### config.mk
export PLATFORM = sky130hd
export DESIGN_NAME = mb32_dma
export DESIGN_NICKNAME = d
export VERILOG_FILES = /design/src/rtl/mb32_dma.sv
export SDC_FILE = /design/constraint.sdc
export NUM_CORES = 1
export LEC_CHECK = 0
export ABC_AREA = 0
export BUFFER_PORTS_ARGS = -buffer_cell sky130_fd_sc_hd__buf_2
export CAP_MARGIN = 20
export CORE_ASPECT_RATIO = 0.8
export CORE_UTILIZATION = 49
export DETAILED_ROUTE_END_ITERATION = 6
export PLACE_DENSITY = 0.87
export SYNTH_ARGS = -nofsm -noshare
export SYNTH_HDL_FRONTEND = slang
export SYNTH_SLANG_ARGS = --single-unit
### constraint.sdc
create_clock -name clk -period 2.61 [get_ports clk]
set_input_delay 0.783 -clock clk [delete_from_list [all_inputs] [get_ports clk]]
set_output_delay 0.783 -clock clk [all_outputs]
set_load 0.02 [all_outputs]
### src/rtl/mb32_dma.sv
// mb32_dma: bus-master fill/copy engine for the 32-bit SPRAM bus; MB32_DMA_CHKSUM_EN adds a running write checksum.
// Latency start->done: fill N+1, copy 2N+1, len=0 1 cycle; no backpressure, start is ignored while a command runs.
module mb32_dma #(
    parameter int AW = 15,
    parameter int LW = 15
) (
    input  logic          clk,
    input  logic          rst_n,
    input  logic          start,
    input  logic          op,
    input  logic [AW-1:0] src,
    input  logic [AW-1:0] dst,
    input  logic [LW-1:0] len,
    input  logic [31:0]   pat,
    output logic          busy,
    output logic          done,
    output logic [31:0]   chksum,
    output logic [AW-1:0] ai,
    output logic [31:0]   vi,
    output logic [3:0]    bmsk,
    output logic          we,
    input  logic [31:0]   vo
);

    typedef enum logic [2:0] {IDLE, FILL, RD, WR, FIN} state_t;

    localparam logic [AW-1:0] ONE_A = 1;
    localparam logic [LW-1:0] ONE_L = 1;

    state_t        state_q, state_d;
    logic [AW-1:0] src_q, src_d;
    logic [AW-1:0] dst_q, dst_d;
    logic [LW-1:0] rem_q, rem_d;
    logic [31:0]   pat_q, pat_d;

    always_ff @(posedge clk or negedge rst_n) begin
        if (!rst_n) begin
            state_q <= IDLE;
            src_q   <= '0;
            dst_q   <= '0;
            rem_q   <= '0;
            pat_q   <= '0;
        end else begin
            state_q <= state_d;
            src_q   <= src_d;
            dst_q   <= dst_d;
            rem_q   <= rem_d;
            pat_q   <= pat_d;
        end
    end

    // Bus outputs decode from registered state only, so reset kills we at once.
    always_comb begin
        state_d = state_q;
        src_d   = src_q;
        dst_d   = dst_q;
        rem_d   = rem_q;
        pat_d   = pat_q;
        ai      = '0;
        vi      = '0;
        bmsk    = 4'h0;
        we      = 1'b0;
        unique case (state_q)
            IDLE: begin
                if (start) begin
                    src_d = src;
                    dst_d = dst;
                    rem_d = len;
                    pat_d = pat;
                    if (len == '0)
                        state_d = FIN;
                    else
                        state_d = op ? RD : FILL;
                end
            end
            FILL: begin
                ai    = dst_q;
                vi    = pat_q;
                bmsk  = 4'hF;
                we    = 1'b1;
                dst_d = dst_q + ONE_A;
                rem_d = rem_q - ONE_L;
                if (rem_q == ONE_L)
                    state_d = FIN;
            end
            RD: begin
                ai      = src_q;
                state_d = WR;
            end
            WR: begin
                // vo carries the word addressed during the preceding RD cycle.
                ai      = dst_q;
                vi      = vo;
                bmsk    = 4'hF;
                we      = 1'b1;
                src_d   = src_q + ONE_A;
                dst_d   = dst_q + ONE_A;
                rem_d   = rem_q - ONE_L;
                state_d = (rem_q == ONE_L) ? FIN : RD;
            end
            FIN: begin
                state_d = IDLE;
            end
            default: begin
                state_d = IDLE;
            end
        endcase
    end

    assign busy = (state_q == FILL) || (state_q == RD) || (state_q == WR);
    assign done = (state_q == FIN);

`ifdef MB32_DMA_CHKSUM_EN
    logic [31:0] chk_q, chk_d;

    always_comb begin
        chk_d = chk_q;
        if (state_q == IDLE && start)
            chk_d = '0;
        else if (we)
            chk_d = chk_q + vi;
    end

    always_ff @(posedge clk or negedge rst_n) begin
        if (!rst_n)
            chk_q <= '0;
        else
            chk_q <= chk_d;
    end

    assign chksum = chk_q;
`else
    assign chksum = '0;
`endif

endmodule

==> flow_metrics.tcl <==
set metrics [dict create \
    tightest_slew_ps 562.4 \
    antenna_found_initial 0 \
    fillers 835 \
    initial_core_util_pct 51.05 \
    power.leakage_nw 3.228 \
    critPathKind "reg2out" \
    htreeDepth 3 \
    drive_above_1_share_pct 28.28 \
    cp_cell_sequence "buf_4, nand2b_1, nor2_1, buf_4, a22o_1, buf_2" \
    slew_headroom_pct 62.51 \
    power_density_nw_per_um2 869.9 \
    wl_um 13480 \
    firstDrtPassIters 5 \
    synth.distinct_cells 63 \
    cts_tree "done" \
    diodes 0 \
    hpwl_um 10050 \
    r2r_slack_ps 510 \
    path_common_cell "buf_4" \
    critPathLaunchType "flop" \
    synth_top_family_by_area "simple AND/OR/NAND/NOR gates" \
    grt_start_max_net_pins 43 \
    cts_made_buffers 9 \
    fin_nets 858 \
    fin_setup_tns_ps 0 \
    path_max_fanout 16 \
    syn_area_per_cell_um2 8.419 \
    r2r-start "state_q[0]" \
    routed-via-count 4947 \
    final-max-slew-violation-count 0 \
    synth-simple-area-share_pct 27.63 \
    path_depth 6 \
    ys_seq_area_share_pct 40.30 \
    worstSetupEndpointType "output pin" \
    required_ps 1830 \
    clockBufferDepth 2 \
    grt-ovfl-total 0 \
    r2r_end "src_q[11]" \
    yosysMostFrequentCell "nand2_1" \
    clk_pin_slew_ps 60 \
    core_um2 9729 \
    synth-async-reset-ratio_pct 100.0 \
    yosysTopAreaCellShare_pct 40.30 \
    synthTopCellsByCount "nand2_1 (143), dfrtp_1 (80), nor2_1 (69)" \
    cp.arrival_ps 1710 \
    ant_nets 0 \
    die_w_um 114.6 \
    root_buffer "clkbuf_16" \
    synth_compound_area_share_pct 14.81 \
    ys_warn_count 0 \
    slowest_stage "dfrtp_1" \
    vias_per_cell 5.609 \
    syn_to_final_growth_pct 22.92 \
    rr_worst_depth 6 \
    worstSetupStartpoint "state_q[2]" \
    cts_hold_buf 0 \
    clock_skew_ps 11.08 \
    status "finished, final reports clean" \
    dieArea_um2 10550 \
    hold_viol_final 0 \
    netlist_top_cells_area "dfrtp_1 (40%), nand2_1 (11%), mux2i_1 (6.6%), buf_4 (5.9%), nor2_1 (5.2%)" \
    slowest_delay_ps 370 \
    synth_fa_ha_area_share_pct 1.008 \
    ys_ff_latch 80 \
    cp-endpoint "ai[11]" \
    port_buffers 166 \
    die_h_um 92.06 \
    clock-sinks 80 \
    holdWs_ps 446.8 \
    max_freq_mhz 400.5 \
    period_share_pct 95.67 \
    finalSetupViolations 0 \
    synth-edff-count 0 \
    grt_usage_pct 26.17 \
    yosysTopAreaCell "dfrtp_1" \
    clock_latency_ps 330 \
    rows 32 \
    io_pins 199 \
    yosys_most_used_dff "dfrtp_1" \
    finalWeightedCongestion 0.9021 \
    grt_pass1_wl_um 21960 \
    min_period_ps 2497 \
    post_cts_buffers 0 \
    synth-xor-area-share_pct 0 \
    path_buf_inv 3 \
    synth_area_um2 4967 \
    critPathTopFamily "buffers and inverters" \
    irDropWorstVdd_uv 391.8 \
    grt_pass1_vias 4577 \
    cap_violations 0 \
    synthMuxAreaShare_pct 6.877 \
    rsz0062_at_grt "false" \
    drc 0 \
    wl_per_cell_um 15.28 \
    synth_cells 590 \
    drt_iter0_drc 340 \
    holdCritPathClass "in2async" \
]
[worst min path at each step]
stage                     end  slack [ps]      start  cells past startpoint
global route         dst_q[6]         490      rst_n                      1
detailed placement  pat_q[21]         470  pat_q[21]                      2
finish               dst_q[6]         450      rst_n                      1
global placement     pat_q[6]         460   pat_q[6]                      2
CTS                  dst_q[6]         470      rst_n                      1
floorplan            pat_q[0]         440   pat_q[0]                      2
[through the flow]
step | cell area (µm²) | instances | setup WS (ps) | total power, W | utilization [%]
after floorplan | 5084 | 621 | 129.7 | 0.003324 | -
after global placement | 5791 | 866 | 316.7 | 0.003861 | 59.52
after detailed placement | 5791 | 866 | 259.0 | 0.003967 | 59.52
after CTS | 6105 | 882 | 101.6 | 0.005319 | 62.74
after global routing | 6106 | 882 | 36.30 | 0.005625 | 62.76
final | 6106 | 882 | 113.1 | 0.005311 | 62.76
[report_power, final]
group	total [W]	switching (W)	internal [W]
Sequential	0.00194	0.000418	0.00152
Combinational	0.00204	0.00124	0.000809
Clock	0.00133	0.000490	0.000839
Total	0.00531	0.00214	0.00317
[repair_timing]
action                                  in CTS  in global routing
endpoints found under the setup margin       0                  1
gates resized for setup                      0                  1
endpoints found under the hold margin        0                  0
[kinds of logic (layout without fill, tap and decap cells)]
| logic type | after synthesis | in the layout |
|---|---|---|
| fa+ha+maj | 4 | 4 |
| simple gates | 297 | 297 |
| buf+inv | 77 | 202 |
| other cells | 1 | 32 |
| flops | 80 | 80 |
| compound gates | 97 | 97 |
| mux | 34 | 34 |
[per-layer routing]
| metal | wire length (µm) | GRT usage (%) | vias to the layer above |
|---|---|---|---|
| met2 | 6685 | 43.48 | 236 |
| met3 | 975 | 4.230 | 20 |
| met1 | 5599 | 35.04 | 2362 |
| met4 | 221 | 7.900 | 0 |
| li1 | - | - | 2329 |
| met5 | 0 | 0 | - |
[final cells by class]
cell class	instances	area, µm²	area share [%]
Multi-Input combinational cell	464	2623	42.95
Tap cell	136	170.2	2.787
Clock inverter	5	81.33	1.332
Sequential cell	80	2003	32.81
Clock buffer	11	232.7	3.811
Inverter	7	27.53	0.4508
Timing Repair Buffer	179	968.4	15.86
[cell usage in the layout, fill, tap and decap left out, types with 4 or more instances in the layout]
cell / instances
or3_1: 4
nor2_1: 69
buf_4: 11
a211oi_1: 11
nand2_1: 143
nor3_1: 15
mux2i_1: 33
conb_1: 32
and4_1: 5
nor4_1: 9
nand4_1: 8
ha_1: 4
o22ai_1: 5
a311oi_1: 7
inv_1: 6
a22o_1: 10
clkbuf_16: 9
nand3_1: 16
buf_2: 165
a22oi_1: 6
a21oi_1: 10
o21ai_0: 9
o211ai_1: 10
dfrtp_1: 79
[flip-flops by register name, indices dropped and copies added (netlist names)]
register,cells
dst_q,15
pat_q,32
rem_q,15
state_q,3
src_q,15
[worst register-to-register path: stages, from the launching register on]
cell,delay (ps)
dfrtp_1,390
buf_4,180
or4b_2,780
buf_12,220
nand2_1,130
o21ai_0,110
a21bo_1,200
(Power assumes the default switching activity.)
